<file path="config.mk">
export PLATFORM = sky130hd
export DESIGN_NAME = mem_access_ctrl
export DESIGN_NICKNAME = d
export VERILOG_FILES = /design/src/rtl/mem_access_ctrl.sv
export SDC_FILE = /design/constraint.sdc
export NUM_CORES = 1
export LEC_CHECK = 0
export CAP_MARGIN = 5
export CORE_AREA = 2 2 69 71
export CTS_CLUSTER_DIAMETER = 80
export CTS_CLUSTER_SIZE = 28
export DETAILED_ROUTE_END_ITERATION = 16
export DIE_AREA = 0 0 71 73
export PLACE_DENSITY = 0.76
export SLEW_MARGIN = 20
export SYNTH_ARGS = -nofsm -noshare
export SYNTH_HDL_FRONTEND = slang
export SYNTH_SLANG_ARGS = --single-unit
</file>
<file path="constraint.sdc">
create_clock -name clk -period 1.75 [get_ports clk]
set_input_delay 0.2625 -clock clk [delete_from_list [all_inputs] [get_ports clk]]
set_output_delay 0.2625 -clock clk [all_outputs]
set_load 0.05 [all_outputs]
</file>
<file path="src/rtl/mem_access_ctrl.sv">
// mem_access_ctrl
//   Single-outstanding request controller between a processor-side
//   valid/ready port and a simple synchronous-write / combinational-read
//   main memory. Each request passes through IDLE -> ACCESS -> RESP.
//   A request whose address is outside the implemented depth skips
//   ACCESS and is answered straight away with rsp_err set.
//
// Ports
//   clk, rst_n                 clock, asynchronous active-low reset
//   req_valid / req_ready      request handshake (ready only in IDLE)
//   req_write                  1 = store, 0 = load
//   req_addr, req_wdata        word address and store data
//   rsp_valid / rsp_ready      response handshake (valid only in RESP)
//   rsp_rdata                  load data (0 for stores and errors)
//   rsp_err                    address out of range
//   mem_write                  one-cycle write strobe to main memory
//   mem_address, mem_in_data   registered request address / data
//   mem_out_data               combinational read data from main memory

module mem_access_ctrl #(
    parameter int DATA_W = 16,
    parameter int ADDR_W = 5,
    parameter int DEPTH  = 16
) (
    input  logic              clk,
    input  logic              rst_n,
    input  logic              req_valid,
    output logic              req_ready,
    input  logic              req_write,
    input  logic [ADDR_W-1:0] req_addr,
    input  logic [DATA_W-1:0] req_wdata,
    output logic              rsp_valid,
    input  logic              rsp_ready,
    output logic [DATA_W-1:0] rsp_rdata,
    output logic              rsp_err,
    output logic              mem_write,
    output logic [ADDR_W-1:0] mem_address,
    output logic [DATA_W-1:0] mem_in_data,
    input  logic [DATA_W-1:0] mem_out_data
);

    typedef enum logic [1:0] {
        IDLE   = 2'd0,
        ACCESS = 2'd1,
        RESP   = 2'd2
    } state_t;

    localparam logic [31:0] DEPTH_U = 32'(DEPTH);

    state_t              state;
    logic                wr_q;
    logic [ADDR_W-1:0]   addr_q;
    logic [DATA_W-1:0]   wdata_q;
    logic                in_range;

    // Unsigned, full-width compare: every code from DEPTH upward is an error.
    assign in_range = (32'(req_addr) < DEPTH_U);

    assign mem_address = addr_q;
    assign mem_in_data = wdata_q;

    // Handshake outputs and the write strobe are flops updated on the same
    // edge as the state, so each one mirrors its state exactly and the
    // asynchronous reset clears them without waiting for a clock.
    always_ff @(posedge clk or negedge rst_n) begin
        if (!rst_n) begin
            state     <= IDLE;
            wr_q      <= 1'b0;
            addr_q    <= '0;
            wdata_q   <= '0;
            rsp_rdata <= '0;
            rsp_err   <= 1'b0;
            req_ready <= 1'b1;
            rsp_valid <= 1'b0;
            mem_write <= 1'b0;
        end else begin
            case (state)
                IDLE: begin
                    if (req_valid) begin
                        wr_q      <= req_write;
                        addr_q    <= req_addr;
                        wdata_q   <= req_wdata;
                        req_ready <= 1'b0;
                        if (in_range) begin
                            state     <= ACCESS;
                            mem_write <= req_write;
                        end else begin
                            state     <= RESP;
                            rsp_valid <= 1'b1;
                            rsp_err   <= 1'b1;
                            rsp_rdata <= '0;
                        end
                    end
                end
                ACCESS: begin
                    state     <= RESP;
                    mem_write <= 1'b0;
                    rsp_valid <= 1'b1;
                    rsp_err   <= 1'b0;
                    rsp_rdata <= wr_q ? '0 : mem_out_data;
                end
                RESP: begin
                    if (rsp_ready) begin
                        state     <= IDLE;
                        rsp_valid <= 1'b0;
                        req_ready <= 1'b1;
                    end
                end
                default: begin
                    state     <= IDLE;
                    mem_write <= 1'b0;
                    rsp_valid <= 1'b0;
                    req_ready <= 1'b1;
                end
            endcase
        end
    end

endmodule

</file>
==> reports/metrics.csv <==
stage,metric,value,unit
floorplan,Die Y,73,um
sta,Rel. slew slack,0.610,
critical_path,Bufs and invs on worst path,1,
floorplan,Initial Util,0.368,
clock_network,clock-pin slew on the worst setup and hold paths,0.08,ns
sta,Final Critical Period,1.72,ns
run_status,status,completed,
routing,DR vias,1217,
sta,final setup fails,0,
clock_network,clk sinks,44,
clock_network,Root Buffer,clkbuf_8,
critical_path,CP startpoint,rsp_rdata[11],
critical_path,Critical-path top delay cell,clkdlybuf4s50_1,
routing,total wire length,3880,um
critical_path,Reg-to-Reg Start,state[0],
power,Cell Pwr Density,2110,nW/um^2
floorplan,Die X,71,um
cells_and_area,diode count,0,
logic_synthesis,"count leader, synth",dfrtp_1,
hold_path,Hold Crit Class,primary input to async pin,
critical_path,Worst R2R Path Depth,3,
sta,Final Hold Fails,0,
routing,vias per cell,4.89,
power,Leakage Power,1.33,nW
critical_path,Reg2Reg Setup Slack,0.26,ns
clock_network,TritonCTS clock tree,built,
floorplan,Top-Level Pins,83,
clock_network,latest clock arrival within the worst-skew pair,0.29,ns
sta,Final Skew,0.00502,ns
critical_path,critical path class,register to primary output,
logic_synthesis,Syn Inst Count,107,
logic_synthesis,share of the synthesized area in the top cell type,0.645,
logic_synthesis,Synth area leaders,"dfrtp_1 64%, mux2_1 15%, a22o_1 8.4%, dfstp_2 1.6%, buf_4 1.3%",
placed_design,Placed Area,2520,um^2
cells_and_area,layout cells sized above 1,0.169,
logic_synthesis,syn_area_per_cell,15.6,um^2
critical_path,Worst setup SP type,register,
grt,initial antenna violation count,0,
critical_path,CP Capture Type,primary output,
logic_synthesis,most used flip-flop cell after synthesis,dfrtp_1,
critical_path,Max stage delay on crit path,0.80,ns
floorplan,die area,5180,um^2
grt,first-pass GRT wire length,6190,um
logic_synthesis,Post-Syn Area,1670,um^2
clock_network,cts bufs inserted,5,
placed_design,Detailed Place HPWL,2940,um
placed_design,I/O Buffers,82,
logic_synthesis,Yosys top cell by area,dfrtp_1,
logic_synthesis,Post-synth EDFFs,0,
power,Overall Power,0.00567,W
sta,Least-Margin Pin Slew,0.586,ns
grt,aggregate global routing overflow,0,
critical_path,instance count on the critical path,1,
cells_and_area,Nets,237,
routing,Detailed Routing Iterations Pass 1,2,
critical_path,WP data required,1.49,ns
logic_synthesis,Ys Warns,0,
sta,FMAX,582,MHz
floorplan,Core Area,4540,um^2
cells_and_area,fin area,2690,um^2
critical_path,CP Max Fanout,2,
sta,max-slew violation count,0,
grt,GRT Util Overall,0.156,
grt,largest net degree at the start of global routing,24,
floorplan,# rows,25,
sta,RSZ-0062 raised after global routing,no,
critical_path,Critical Path Sink,rsp_rdata[11],
critical_path,Critical R2R Capture,rsp_rdata[9],
clock_network,Clock Path Buffers,2,
logic_synthesis,Async SR Flop Fraction,1.00,
clock_network,Clock H-tree levels,2,
routing,DRT antenna net count,0,
job,Max Cap Viol,0,
sta,fin crit share,0.981,
logic_synthesis,"Seq/Total Area, Yosys",0.660,
critical_path,"Cell Chain, Critical Path",clkdlybuf4s50_1,
placed_design,Final GP Congestion,0.796,
routing,drt wl/cell,15.6,um
critical_path,crit path DAT,1.45,ns
grt,vias in the first global route,1235,
power,VDD IR-drop max,0.950,mV
cells_and_area,Layout area overhead,61.1,%
logic_synthesis,Seq cells post-synth,44,
logic_synthesis,Cell variety after synth,22,
routing,# DRC,0,
logic_synthesis,most common library cells after synthesis,"43 x dfrtp_1, 22 x mux2_1, 16 x a22o_1, 3 x buf_4, 3 x inv_1",
cells_and_area,Fillers,354,
routing,DR iter-0 viols,34,
critical_path,Top delay family on crit path,buffers and inverters,
clock_network,Post-CTS Setup Repair Bufs,0,
logic_synthesis,Mapped Nets,149,
[power breakdown]
part,total [W],internal (W),switching [W]
clock,0.000887,0.000562,0.000325
combinational,0.00304,0.00104,0.00200
sequential,0.00175,0.00147,0.000273
total,0.00567,0.00308,0.00260
[routing by layer]
layer	part of all wire	wire length [um]	GRT usage	vias up
met1	0.40	1550	0.184	594
met4	0.012	46	0.0629	0
met2	0.51	1970	0.269	57
li1	-	-	-	560
met5	0	0	0	-
met3	0.080	310	0.0470	6
[cell type report]
| cell class | instances | area, um^2 | area share |
|---|---|---|---|
| Sequential cell | 44 | 1100 | 0.410 |
| Timing Repair Buffer | 87 | 867 | 0.322 |
| Multi-Input combinational cell | 54 | 512 | 0.190 |
| Clock buffer | 5 | 68.8 | 0.0256 |
| Tap cell | 54 | 67.6 | 0.0251 |
| Clock inverter | 2 | 60.1 | 0.0223 |
| Inverter | 3 | 11.3 | 0.00419 |
[state kept, by name, indices dropped and copies added (netlist names)]
name         cells
mem_write        1
mem_address      5
state            2
wr_q             1
rsp_err          1
mem_in_data     16
rsp_valid        1
rsp_rdata       16
req_ready        1
[layout by cell type (no fill, tap or decap), types with 2 or more instances in the layout]
cell and n:
a21oi_1 2, a22o_1 16, buf_12 2, buf_4 19, bufinv_16 2, clkbuf_8 5, clkdlybuf4s50_1 51, dfrtp_1 43
dlymetal6s2s_1 12, inv_1 3, mux2_1 22, o21ai_0 2
[worst min path at each step]
stage / from / end / slack (ns) / cells after the start
finish: rst_n / rsp_rdata[6] / 0.47 / 2
CTS: rst_n / rsp_rdata[6] / 0.48 / 2
global route: rst_n / rsp_rdata[13] / 0.51 / 2
floorplan: rst_n / mem_address[0] / -0.03 / 0
detailed placement: rst_n / rsp_rdata[6] / 0.26 / 1
global placement: rst_n / rsp_rdata[2] / 0.25 / 1
[kinds of logic after synthesis]
group / synth area share
compound gates: 0.114
mux: 0.154
flops: 0.660
simple gates: 0.0345
buf+inv: 0.0367
[what timing repair did]
| action | CTS | global route |
|---|---|---|
| cloned | 0 | 0 |
| hold buffers | 1 | 0 |
| endpoints found under the hold margin | 21 | 0 |
| setup endpoints to repair | 1 | 12 |
| resized for setup | 1 | 12 |
[stage by stage]
stage / cells / setup WS, ns / hold slack (ns) / utilization / setup TNS [ns]
6_report: 249 / 0.0330 / 0.474 / 0.593 / 0
5_1_grt: 249 / 0.000437 / 0.510 / 0.593 / 0
4_1_cts: 249 / 0.00405 / 0.475 / 0.586 / 0
3_5_place_dp: 241 / -0.0247 / 0.261 / 0.556 / -0.203
3_3_place_gp: 241 / 0.0405 / 0.252 / 0.556 / 0
2_1_floorplan: 107 / 0.353 / -0.0331 / - / 0
No activity file was read; power rests on OpenSTA's default activity.
